==> src/rtl/uart_tx_serial_pkg.sv <==
// Shared definitions for the UART transmitter: state encodings,
// the oversampling ratio and the default baud divisor.
package uart_tx_serial_pkg;

  typedef enum logic [2:0] {
    ST_IDLE   = 3'd0,
    ST_START  = 3'd1,
    ST_DATA   = 3'd2,
    ST_PARITY = 3'd3,
    ST_STOP   = 3'd4
  } state_t;

  localparam int OVERSAMPLE   = 16;
  localparam int DEFAULT_DVSR = 163;

endpackage

==> src/rtl/uart_tx_serial_baud_gen.sv <==
// Free-running baud tick generator: one-cycle s_tick every DVSR clocks
// (counter 0..DVSR-1, tick while the counter sits at DVSR-1).
module baud_gen
  import uart_tx_serial_pkg::*;
#(
  parameter int DVSR = DEFAULT_DVSR
) (
  input  logic CLK,
  input  logic RESET,
  output logic s_tick
);

  localparam int W = (DVSR > 2) ? $clog2(DVSR) : 1;

  logic [W-1:0] cnt;

  always_ff @(posedge CLK or posedge RESET) begin
    if (RESET) begin
      cnt <= '0;
    end else if (cnt == W'(DVSR - 1)) begin
      cnt <= '0;
    end else begin
      cnt <= cnt + W'(1);
    end
  end

  assign s_tick = (cnt == W'(DVSR - 1));

endmodule

==> src/rtl/uart_tx_serial.sv <==
// UART serial transmitter fed from a TX FIFO, 16x oversampled baud ticks.
// Define UART_TX_PARITY_EN to insert an even-parity bit before the stop bit.
//
// state  | meaning
// IDLE   | line high, pops the FIFO head as soon as it is non-empty
// START  | start bit (low) for 16 ticks
// DATA   | DBIT data bits, LSB first, 16 ticks each
// PARITY | even parity of the latched word, 16 ticks (parity builds only)
// STOP   | line high for SB_TICK ticks
module uart_tx_serial
  import uart_tx_serial_pkg::*;
#(
  parameter int DBIT    = 8,
  parameter int SB_TICK = 16,
  parameter int DVSR    = DEFAULT_DVSR
) (
  input  logic            CLK,
  input  logic            RESET,
  input  logic            FIFO_empty,
  input  logic [DBIT-1:0] data_in,
  output logic            RD_FIFO,
  output logic            TX,
  output logic            BUSY,
  output logic [2:0]      STATE
);

  localparam int TW = $clog2((SB_TICK > OVERSAMPLE) ? SB_TICK : OVERSAMPLE);
  localparam int IW = (DBIT > 1) ? $clog2(DBIT) : 1;

  state_t          state;
  logic [TW-1:0]   tick_cnt;
  logic [IW-1:0]   bit_idx;
  logic [DBIT-1:0] shift;
  logic [DBIT-1:0] shift_nx;
  logic            tx_q;
  logic            s_tick;
`ifdef UART_TX_PARITY_EN
  logic            par_q;
`endif

  baud_gen #(.DVSR(DVSR)) u_baud_gen (
    .CLK    (CLK),
    .RESET  (RESET),
    .s_tick (s_tick)
  );

  // The pop strobe must be dead during reset even though state already reads IDLE.
  assign RD_FIFO  = !RESET && (state == ST_IDLE) && !FIFO_empty;
  assign BUSY     = (state != ST_IDLE);
  assign STATE    = state;
  assign TX       = tx_q;
  assign shift_nx = shift >> 1;

  always_ff @(posedge CLK or posedge RESET) begin
    if (RESET) begin
      state    <= ST_IDLE;
      tick_cnt <= '0;
      bit_idx  <= '0;
      shift    <= '0;
      tx_q     <= 1'b1;
`ifdef UART_TX_PARITY_EN
      par_q    <= 1'b0;
`endif
    end else begin
      case (state)
        ST_IDLE: begin
          tx_q <= 1'b1;
          if (!FIFO_empty) begin
            state    <= ST_START;
            shift    <= data_in;
            tick_cnt <= '0;
            bit_idx  <= '0;
            tx_q     <= 1'b0;
`ifdef UART_TX_PARITY_EN
            par_q    <= ^data_in;
`endif
          end
        end
        ST_START: begin
          if (s_tick) begin
            if (tick_cnt == TW'(OVERSAMPLE - 1)) begin
              state    <= ST_DATA;
              tick_cnt <= '0;
              tx_q     <= shift[0];
            end else begin
              tick_cnt <= tick_cnt + TW'(1);
            end
          end
        end
        ST_DATA: begin
          if (s_tick) begin
            if (tick_cnt == TW'(OVERSAMPLE - 1)) begin
              tick_cnt <= '0;
              shift    <= shift_nx;
              if (bit_idx == IW'(DBIT - 1)) begin
`ifdef UART_TX_PARITY_EN
                state <= ST_PARITY;
                tx_q  <= par_q;
`else
                state <= ST_STOP;
                tx_q  <= 1'b1;
`endif
              end else begin
                bit_idx <= bit_idx + IW'(1);
                tx_q    <= shift_nx[0];
              end
            end else begin
              tick_cnt <= tick_cnt + TW'(1);
            end
          end
        end
`ifdef UART_TX_PARITY_EN
        ST_PARITY: begin
          if (s_tick) begin
            if (tick_cnt == TW'(OVERSAMPLE - 1)) begin
              state    <= ST_STOP;
              tick_cnt <= '0;
              tx_q     <= 1'b1;
            end else begin
              tick_cnt <= tick_cnt + TW'(1);
            end
          end
        end
`endif
        ST_STOP: begin
          tx_q <= 1'b1;
          if (s_tick) begin
            if (tick_cnt == TW'(SB_TICK - 1)) begin
              state    <= ST_IDLE;
              tick_cnt <= '0;
            end else begin
              tick_cnt <= tick_cnt + TW'(1);
            end
          end
        end
        default: begin
          state    <= ST_IDLE;
          tick_cnt <= '0;
          tx_q     <= 1'b1;
        end
      endcase
    end
  end

endmodule

==> config.mk <==
export PLATFORM = sky130hd
export DESIGN_NAME = uart_tx_serial
export DESIGN_NICKNAME = d
export VERILOG_FILES = /design/src/rtl/uart_tx_serial_pkg.sv /design/src/rtl/uart_tx_serial_baud_gen.sv /design/src/rtl/uart_tx_serial.sv
export SDC_FILE = /design/constraint.sdc
export NUM_CORES = 1
export LEC_CHECK = 0
export BUFFER_PORTS_ARGS = -buffer_cell sky130_fd_sc_hd__buf_4
export CORE_ASPECT_RATIO = 2
export CORE_MARGIN = 3
export CORE_UTILIZATION = 25
export CTS_CLUSTER_DIAMETER = 50
export DETAILED_ROUTE_END_ITERATION = 10
export PLACE_DENSITY = 0.46
export SYNTH_ARGS = -nofsm -noshare
export SYNTH_HDL_FRONTEND = slang
export SYNTH_SLANG_ARGS = --single-unit
==> constraint.sdc <==
create_clock -name CLK -period 1.5 [get_ports CLK]
set_input_delay 0.15 -clock CLK [delete_from_list [all_inputs] [get_ports CLK]]
set_output_delay 0.15 -clock CLK [all_outputs]
set_load 0.1 [all_outputs]
After elaboration in Yosys (flattened, before gate mapping)
Cells that the tools add are included.
- bits of input ports: 11
- output and inout port bits: 6
- bits in registers: 27
- word-level logic and storage cells: 68
- reductions and logical operators: 13
- multiplexer cells: 30
- $add $sub $neg: 3
- equality and inequality tests: 16
- operators with widths (operator ; number):
    2-to-1 mux 3 bit ; 12
    2-to-1 mux 8 bit ; 4
    != test 2 bit (second input constant) ; 9
    one-hot mux 8 bit (2 select lines) ; 1
    2-to-1 mux 4 bit ; 3
    one-hot mux 3 bit (4 select lines) ; 1
    adder 8 x 1 -> 8 bit (second input constant) ; 1
    equality test 8 bit (second input constant) ; 1
    one-hot mux 4 bit (2 select lines) ; 1
    AND reduction 4 bit ; 2
    AND reduction 8 bit ; 1
    equality test 3 bit (second input constant) ; 2
    2-to-1 mux 1 bit ; 6
    one-hot mux 3 bit (2 select lines) ; 1
    AND reduction 5 bit ; 1
    adder 4 x 1 -> 4 bit (second input constant) ; 1
    equality test 4 bit (second input constant) ; 1
    adder 3 x 1 -> 3 bit (second input constant) ; 1
    equality test 3 x 1 -> 1 bit (second input constant) ; 1
    equality test 3 x 2 -> 1 bit (second input constant) ; 1
    logical NOT 3 bit ; 1
    one-hot mux 1 bit (3 select lines) ; 1
    nonzero test 3 bit ; 1
    OR reduction 3 bit ; 1
    5 further kinds ; 7

Logic depth before layout (Yosys ltp)
Gate-level depths: netlist of the first run.
- depth after elaboration: 5
- gate-level depth with buffers: 7
- mapped depth without buffers: 6

Cells and area by module
A second synthesis of the first run with hierarchy kept.
- cell total of the unflattened synthesis: 148
- area, all modules: 1430.1 um^2
- by module, submodules not included (module ; sequential area each (um^2) ; area an instance (um^2) ; cells an instance ; times used):
    uart_tx_serial ; 476.7 ; 1019.7 ; 110 ; 1
    baud_gen ; 200.2 ; 410.4 ; 38 ; 1

Worst setup path before layout of the first run
No wires, ideal clock.
- path kind: flip-flop to output port
- start: register state[0] (netlist: STATE[0])
- end: output port RD_FIFO
- arrival time: 3.226 ns
- path buffers: 1
- required time: 1.350 ns
- cell stages (with the launch flop): 5
- setup slack: -1.876 ns
- cells stage by stage: dfrtp_1 -> buf_6 -> or3_4 -> or2_1 -> nor2_1
- longest elaborated chain between the ends: 3
- RTL lines (what ; line ; text):
    from (decl) ; uart_tx_serial.sv:30 ; state_t state;
    from (signal assigned) ; uart_tx_serial.sv:56 ; state <= ST_IDLE;
    from (signal assigned) ; uart_tx_serial.sv:69 ; state <= ST_START;
    from (signal assigned) ; uart_tx_serial.sv:82 ; state <= ST_DATA;
    logical NOT 3 bit ; uart_tx_serial.sv:48 ; assign RD_FIFO = !RESET && (state == ST_IDLE) && !FIFO_empty;
    logical AND 1 bit (2 in a row) ; uart_tx_serial.sv:48 ;
    to (decl) ; uart_tx_serial.sv:21 ; output logic RD_FIFO,
Every way passes these cells.

Final worst setup path of the first run
Ends and elaborated chain as after synthesis.

==> results of run 1 <==
[layer usage]
metal | share of wire | vias to the layer above | global-route usage
met3 | 0.014 | 4 | 0.01647
li1 | - | 600 | -
met5 | 0 | - | 0
met2 | 0.63 | 7 | 0.2152
met1 | 0.34 | 602 | 0.1021
met4 | 0.015 | 0 | 0.04117
[what timing repair did]
| action | in CTS | in global routing |
|---|---|---|
| endpoints found under the hold margin | 8 | 0 |
| hold buffers | 1 | 0 |
| endpoints found under the setup margin | 21 | 23 |
| gates resized for setup | 23 | 12 |
| pin swaps | 4 | 8 |
| buffers inserted | 6 | 1 |
[metrics by stage]
step                      total power (uW)  cells  setup WS [ns]
after floorplan                       2047    139        -0.8069
after detailed placement              2514    246        -0.2593
after global routing                  3569    258        -0.3908
after CTS                             3367    257        -0.3558
after global placement                2482    246        -0.2603
final                                 3394    258        -0.3533
[sequential cells by signal, summed over array words and instances (netlist names)]
signal          count
bit_idx             3
tick_cnt            4
u_baud_gen.cnt      8
STATE               3
TX                  1
shift               8
[synthesized netlist by cell type (all sizes together), types with 2 or more instances]
| cell | n |
|---|---|
| nor3b | 3 |
| dfrtp | 26 |
| nand3 | 5 |
| or2 | 2 |
| nor3 | 3 |
| o21ai | 9 |
| and3 | 2 |
| a22oi | 2 |
| o211ai | 2 |
| inv | 11 |
| xnor2 | 5 |
| nand2 | 7 |
| o21a | 2 |
| ha | 5 |
| mux2 | 15 |
| nor2 | 10 |
| mux2i | 6 |
| a21oi | 3 |
| a21o | 2 |
| or3 | 2 |
| buf | 5 |
[power groups by stage]
| stage | clock, uW | combinational, uW | sequential (uW) |
|---|---|---|---|
| 2_1_floorplan | 0 | 804 | 1240 |
| 3_3_place_gp | 0 | 1410 | 1070 |
| 3_5_place_dp | 0 | 1430 | 1080 |
| 4_1_cts | 644 | 1660 | 1060 |
| 5_1_grt | 674 | 1820 | 1080 |
| 6_report | 627 | 1710 | 1060 |
[final cells by class]
| class | count | area [um^2] | share of cell area |
|---|---|---|---|
| clock inverters | 1 | 7.507 | 0.003277 |
| inverters | 11 | 41.29 | 0.01802 |
| clock buffers | 3 | 75.07 | 0.03277 |
| flip-flops and latches | 27 | 688.2 | 0.3004 |
| well taps | 63 | 78.83 | 0.03441 |
| multi-input cells | 96 | 913.4 | 0.3987 |
| repair buffers | 57 | 486.7 | 0.2125 |
[kinds of logic after synthesis]
group           after synthesis  share of synthesized area
simple gates                 39                     0.1605
flops                        27                     0.4342
compound gates               25                     0.1180
mux                          21                     0.1637
buf+inv                      16                    0.04976
xor+xnor                      6                    0.03371
fa+ha+maj                     5                    0.04013
[worst reg2reg max path, stage by stage, from the launching register on]
cell and delay, ns:
dfrtp_4 0.48, buf_6 0.15, nor3b_2 0.26, buf_6 0.21, mux2_2 0.35, mux2_4 0.27
[path summary, 6_finish.rpt]
path | cells past startpoint | startpoint | to | slack [ns]
hold reg to reg | 1 | shift[7]$_DFFE_PP0P_ | shift[7]$_DFFE_PP0P_ | 0.49
setup / recovery | 4 | STATE[0]$_DFFE_PP0P_ | RD_FIFO | -0.35
min in group asynchronous | 3 | RESET | bit_idx[0]$_DFFE_PP0P_ | 0.47
setup reg to reg | 5 | STATE[2]$_DFFE_PP0P_ | shift[6]$_DFFE_PP0P_ | -0.33
hold / removal | 3 | data_in[7] | shift[7]$_DFFE_PP0P_ | 0.24
max in group asynchronous | 4 | RESET | STATE[2]$_DFFE_PP0P_ | 0.56
==> summary by stage, run 1 <==
Global routing
The number of global-route vias before repair is 1360. The maximum number of pins on one net before global-route repair is 19. The first global-routing pass estimated 6037 um of wire. The final global-route overflow total is 0. The number of antenna violations at the first check in global routing is 0.

Across every metal layer, demand over resource in global routing totals 0.1097.

STA
The post-route worst setup slack is -0.3533 ns. The final hold violation count is 0. For this run, the top clock speed supported by timing is 0.5396 GHz. Of the available clock period, the critical path in the final layout requires 1.236. The final count of pins violating max slew came to 0. The worst-case headroom to the max-slew limit is 0.7026. The final sum of negative setup slack is -5.077 ns. For the finished layout, the period the worst path requires is 1.853 ns. At the pin with the least slew margin, the transition time is 0.4457 ns. Setup repair after global routing could not meet its margin everywhere.

For the final database, setup skew stands at 0.002536 ns. The final-layout worst hold slack is roughly 0.24 ns. Setup violations remaining at the end of the flow were counted as 21.

Clock tree
In this run, CTS created clock tree buffers numbering 3. TritonCTS built the clock tree. The number of sinks driven by the clock tree is 27. The worst-skew pair later-pin latency is 0.26 ns.

The master cell of the clock root buffer is clkbuf_16. Clock-pin slew was measured on the worst setup and hold paths at 0.07 ns. The total number of H-tree levels is 1. The maximum clock path buffer count is 2.

Finish
The filler cell count is 606. In the final layout, the share of cells above drive strength 1 is 0.5436. After routing the design area is 2291 um^2. The count of antenna diodes in the layout is 0. The library cells used most frequently in the layout, excluding fill and tap cells, are 48 x buf_4, 23 x dfrtp_1, 10 x inv_1. The number of nets in the layout is 212.

The post-layout utilization of the core is 0.3815. Relative to the synthesized area, the layout overhead comes to 46.95%. The most common cell after layout, fill and taps aside is buf_4.

Logic synthesis
The total standard cell area after synthesis is 1559 um^2. Synthesis handed over a netlist of about 140 instances. The register bit count reported by yosys is 27. The async set or reset register ratio after synthesis is 1.000.

The most used flip-flop cell after synthesis is dfrtp_1. The share of the yosys chip area belonging to registers is 0.4342. Synthesis instantiated 45 different standard cells from the library. The number of nets in the synthesized netlist is 155. The average size of a mapped cell is 11.22 um^2.

Of all cell types, the one taking the most synthesized area is dfrtp_1. The area share of the largest cell type after synthesis is 0.4173. By area the synthesized netlist is led by dfrtp_1 42%, mux2_4 6.7%, mux2_2 5.1%. Yosys printed 0 warnings.

Counting flops with a built-in enable in the synthesized netlist gives 0.

Power
The peak ir drop on the vdd network is slightly below 0.5 mV. The part of the power in registers is 0.312. The clock network fraction of design power is 0.185. The power spent charging and discharging nets is 1256 uW. Summed over all cells, the static leakage comes to 0.001062 uW. The switching share of power is 0.3700. The combinational power share is 0.503. Power spread over the standard cell area amounts to 1482 nW/um^2. The internal power summed over all cells is between 2000 and 2500 uW.

Setup path
For the worst setup path, the data arrival time is 1.70 ns. Among cell families on the critical path, the largest total delay comes from simple AND/OR/NAND/NOR gates. In this design, the stage delay of the slowest critical-path cell is 0.50 ns. The category of the critical setup timing path is register to output port. The largest individual stage delay along the critical path comes from the cell dfrtp_4. The maximum fanout encountered on the critical timing path is 4. For the worst setup path, the data required time is 1.35 ns.

The critical path endpoint category is an output port. The count of buffer and inverter cells on the critical path is 1. The sort of element at the start of the critical path is a register. Traced cell by cell, the critical path runs through or3_4, or2_4, nor2_4, buf_12.

Die
The I/O pin count is 17. The die footprint is 7277 um^2. The cell row count is 40. The starting utilization of the core area is 0.2596. In this run the standard cell core region covers 6006 um^2. The horizontal die dimension is 61.84 um.

The y dimension of the die is 117.7 um.

Outcome
The flow ran to the end, but the final reports show violations. The checks that failed: setup timing.

Placement
In this run the cell area measured after placement is 2007 um^2. The congestion estimate from routability-driven global placement came to 0.8109. After legalization and detailed placement, the total HPWL measured 2872 um.

The number of port buffers is 16.

Job
The tool flagged a number of max-cap violations equal to 0.

Drt
The first detailed-routing pass took 3 iterations. Dividing the detail-routed wire length by the instance count gives 14.29 um. Summed over all layers, the routed wires come to 3688 um. The violation count after the first detailed-routing iteration is 38.

The final route contains 1213 vias. The remaining antenna violation count is 0. Dividing the detail-routed via count by the number of cells gives 4.702.

For this run, design rule violations remaining after detail routing come to 0.

Worst hold path
The class of the worst hold path is primary input to register.
No activity file was read; power rests on OpenSTA's default activity.
==> run 2: changes to the inputs <==
--- a/config.mk
+++ b/config.mk
@@ -5,13 +5,13 @@
 export SDC_FILE = /design/constraint.sdc
 export NUM_CORES = 1
 export LEC_CHECK = 0
-export BUFFER_PORTS_ARGS = -buffer_cell sky130_fd_sc_hd__buf_4
 export CORE_ASPECT_RATIO = 2
 export CORE_MARGIN = 3
 export CORE_UTILIZATION = 25
 export CTS_CLUSTER_DIAMETER = 50
 export DETAILED_ROUTE_END_ITERATION = 10
-export PLACE_DENSITY = 0.46
+export DONT_BUFFER_PORTS = 1
+export PLACE_DENSITY = 0.44
 export SYNTH_ARGS = -nofsm -noshare
 export SYNTH_HDL_FRONTEND = slang
 export SYNTH_SLANG_ARGS = --single-unit
==> summary by stage, run 2 (synthesis gave the netlist of run 1 again) <==
Outcome
The run finished, with violations left. The final reports fail on setup timing.

Power
The peak ir drop on the vdd network is 0.4673 mV (-4.6%). The combinational power share is 0.510 (+0.007). The clock network fraction of design power is 0.184 (about the same). The switching share of power is 0.3668 (-0.003218). The part of the power in registers is 0.305 (-0.007).

The cell area power density is 1478 nW/um^2 (-0.24%). The total power consumption of the routed design came to 3429 uW (+1.0%). The internal power summed over all cells was 2171 uW (+1.5%).

The leakage power summed over all cells is 0.001075 uW (+1.2%). The power spent charging and discharging nets is 1258 uW (+0.14%).

Job
The total of max-cap violations came to 0 (unchanged).

Die
The horizontal die dimension is 61.84 um (unchanged). The starting utilization of the core area was 0.2596 (unchanged). The I/O pin count is 17 (unchanged).

The cell row count is 40 (unchanged). The placeable core region is 6006 um^2 (unchanged). The die footprint is 7277 um^2 (unchanged). The y dimension of the die is 117.7 um (unchanged).

Finish
The count of antenna diodes in the layout was 0 (unchanged). In the final layout, the registers with the most flip-flops are shift x8, u_baud_gen.cnt x8, tick_cnt x4. The number of nets in the layout came to 209 (-1.4%). The top cell types in the final layout, fill and taps aside, are 40 x buf_4, 23 x dfrtp_1, 15 x mux2_4. The final standard cell count with taps included and fillers excluded is 255 (-1.2%). The fraction of final layout cells sized beyond drive strength 1 is 0.5417 (-0.001923). The cell area after layout is 2320 um^2 (+1.3%). Relative to the synthesized area, the layout overhead comes to 48.80%.

Leaving out fill and tap cells, the most frequent cell in the layout is buf_4.

Drt
The overall routed net length is 3887 um (+5.4%). The count of vias placed by the detailed router is 1221 (+0.66%). The length of the first detailed-routing pass in iterations is 4 (+1). The violation count after the first detailed-routing iteration was 51 (+34%). The DRC violation count after routing is 0 (unchanged).

The post-detailed-route wirelength per cell came to 15.24 um (+6.6%). The remaining antenna violation count is 0 (unchanged). The mean number of vias per cell is 4.788 (+1.8%).

Placement
The cell area after placement is 1917 um^2 (-4.5%). The count of placed standard cells including taps came to 234 (-4.9%). The HPWL reported at the end of detailed placement is 2708 um (-5.7%). The number of port buffers is 0 (-16).

The post-placement worst setup slack is -0.2431 ns (+0.01620 ns). The final weighted congestion in routability-driven placement is 0.7472 (-7.9%).

Clock tree
The maximum clock path buffer count was 2 (unchanged). The master cell of the clock root buffer is clkbuf_16. The CTS clock-pin slew for the worst setup and hold paths came to 0.07 ns (about the same). The TritonCTS clock tree is yes.

The number of sinks driven by the clock tree is 27 (unchanged). The worst-skew pair later-pin latency is 0.27 ns (about the same). The total number of H-tree levels came to 1 (unchanged). The clock buffer count from CTS came to 3 (unchanged).

Setup path
The critical path is of the register to register type. The beginning of the critical path is STATE[2]$_DFFE_PP0P_. The required arrival time at the worst endpoint is 1.66 ns (+0.31 ns). The critical path's slowest cell is dfrtp_4. The critical path goes through buf_6, nor3b_4, buf_4, a2111oi_4, or2_4, mux2_4. The arrival time at the worst endpoint is 2.00 ns (+0.30 ns). The critical path endpoint category is a register. The maximum fanout encountered on the critical timing path is 6 (+2).

In this run the critical register-to-register path is launched from STATE[2]$_DFFE_PP0P_. The critical path's largest stage delay is 0.49 ns (about the same). The sort of element at the start of the critical path is a register.

Worst hold path
The class of the worst hold path is primary input to register. The startpoint of the lowest-slack hold path is data_in[0].

STA
The worst-case headroom to the max-slew limit is 0.7464 (+0.04386). The post-route worst setup slack is -0.3435 ns (+0.009871 ns). Setup repair after global routing could not meet its margin everywhere. The post-route minimum period was 1.843 ns (-0.009871 ns). The actual transition at the worst max-transition pin was 0.3795 ns (-0.06615 ns). The number of failing setup endpoints in the final timing report is 21 (unchanged). The final hold violation count is 0 (unchanged). The largest clock skew in the final design came to 0.002902 ns (+0.0003664 ns). The share of the clock period used by the worst path is 1.229 (-0.006581).

The final count of pins violating max slew is 0 (unchanged). The highest clock rate is 0.5425 GHz (+0.54%).

Global routing
The total track usage came to 0.1173 (+0.007554). The maximum number of pins on one net before global-route repair is 28 (+9). The number of antenna violations at the first check in global routing is 0 (unchanged). The first-pass GRT wire length is 6313 um (+4.6%). The final global-route overflow total is 0 (unchanged).

The number of global-route vias before repair is 1299 (-4.5%).
==> run 2: changes by cell type in the layout (fill, tap and decap cells not counted), sizes merged <==
cell / delta
buf: -3
==> run 2: per-layer routing <==
layer	vias to the layer above	wire (um)	global-route usage
met3	6	78	0.01647
met1	603	1392	0.1179
met5	-	0	0
met4	0	82	0.05179
li1	596	-	-
met2	16	2333	0.2185
==> run 2: metrics by stage <==
step                hold slack [ns]  setup TNS [ns]  utilization
detailed placement           0.1372          -3.701       0.3192
CTS                          0.1464          -5.030       0.3756
global placement             0.1298          -3.365       0.3192
floorplan                    0.2020          -8.204            -
global route                 0.1448          -6.550       0.3863
finish                       0.1517          -5.130       0.3863
==> run 2: worst paths after layout <==
kind                                            to  slack (ns)  depth (start not counted)
max                        tick_cnt[0]$_DFFE_PP0P_       -0.34                          6
min in group asynchronous   bit_idx[2]$_DFFE_PP0P_        0.40                          3
min                           shift[0]$_DFFE_PP0P_        0.15                          2
max reg2reg                tick_cnt[0]$_DFFE_PP0P_       -0.34                          6
min reg2reg                 bit_idx[0]$_DFFE_PP0P_        0.49                          1
max in group asynchronous           TX$_DFFE_PP1P_        0.79                          3
==> run 2: final cells by class <==
class,count,area (um^2)
clock buffers,3,75.07
fillers,584,3686
well taps,63,78.83
flip-flops and latches,27,688.2
clock inverters,1,7.507
inverters,11,41.29
multi-input cells,96,945.9
repair buffers,54,483.0
==> run 2: power groups by stage <==
stage	clock (uW)	sequential [uW]	combinational, uW
3_5_place_dp	0	1060	1400
5_1_grt	680	1070	1850
3_3_place_gp	0	1060	1370
6_report	632	1050	1750
4_1_cts	653	1050	1690
2_1_floorplan	0	1240	804
==> run 2: repair_timing <==
| action | in CTS | in global routing |
|---|---|---|
| hold buffers | 1 | 0 |
| setup endpoints to repair | 23 | 26 |
| gates cloned | 1 | 0 |
| resized for setup | 33 | 15 |
| endpoints found under the hold margin | 26 | 0 |
| pin swaps | 11 | 17 |
| buffers inserted | 13 | 5 |
==> run 2: worst max-delay path, delay by kind of cell (launching register included) <==
family	cells	cell delay (ns)
AOI/OAI and AO/OA	1	0.04
buffers and inverters	2	0.32
DFF	1	0.49
muxes	1	0.29
and+or+nand+nor	2	0.58
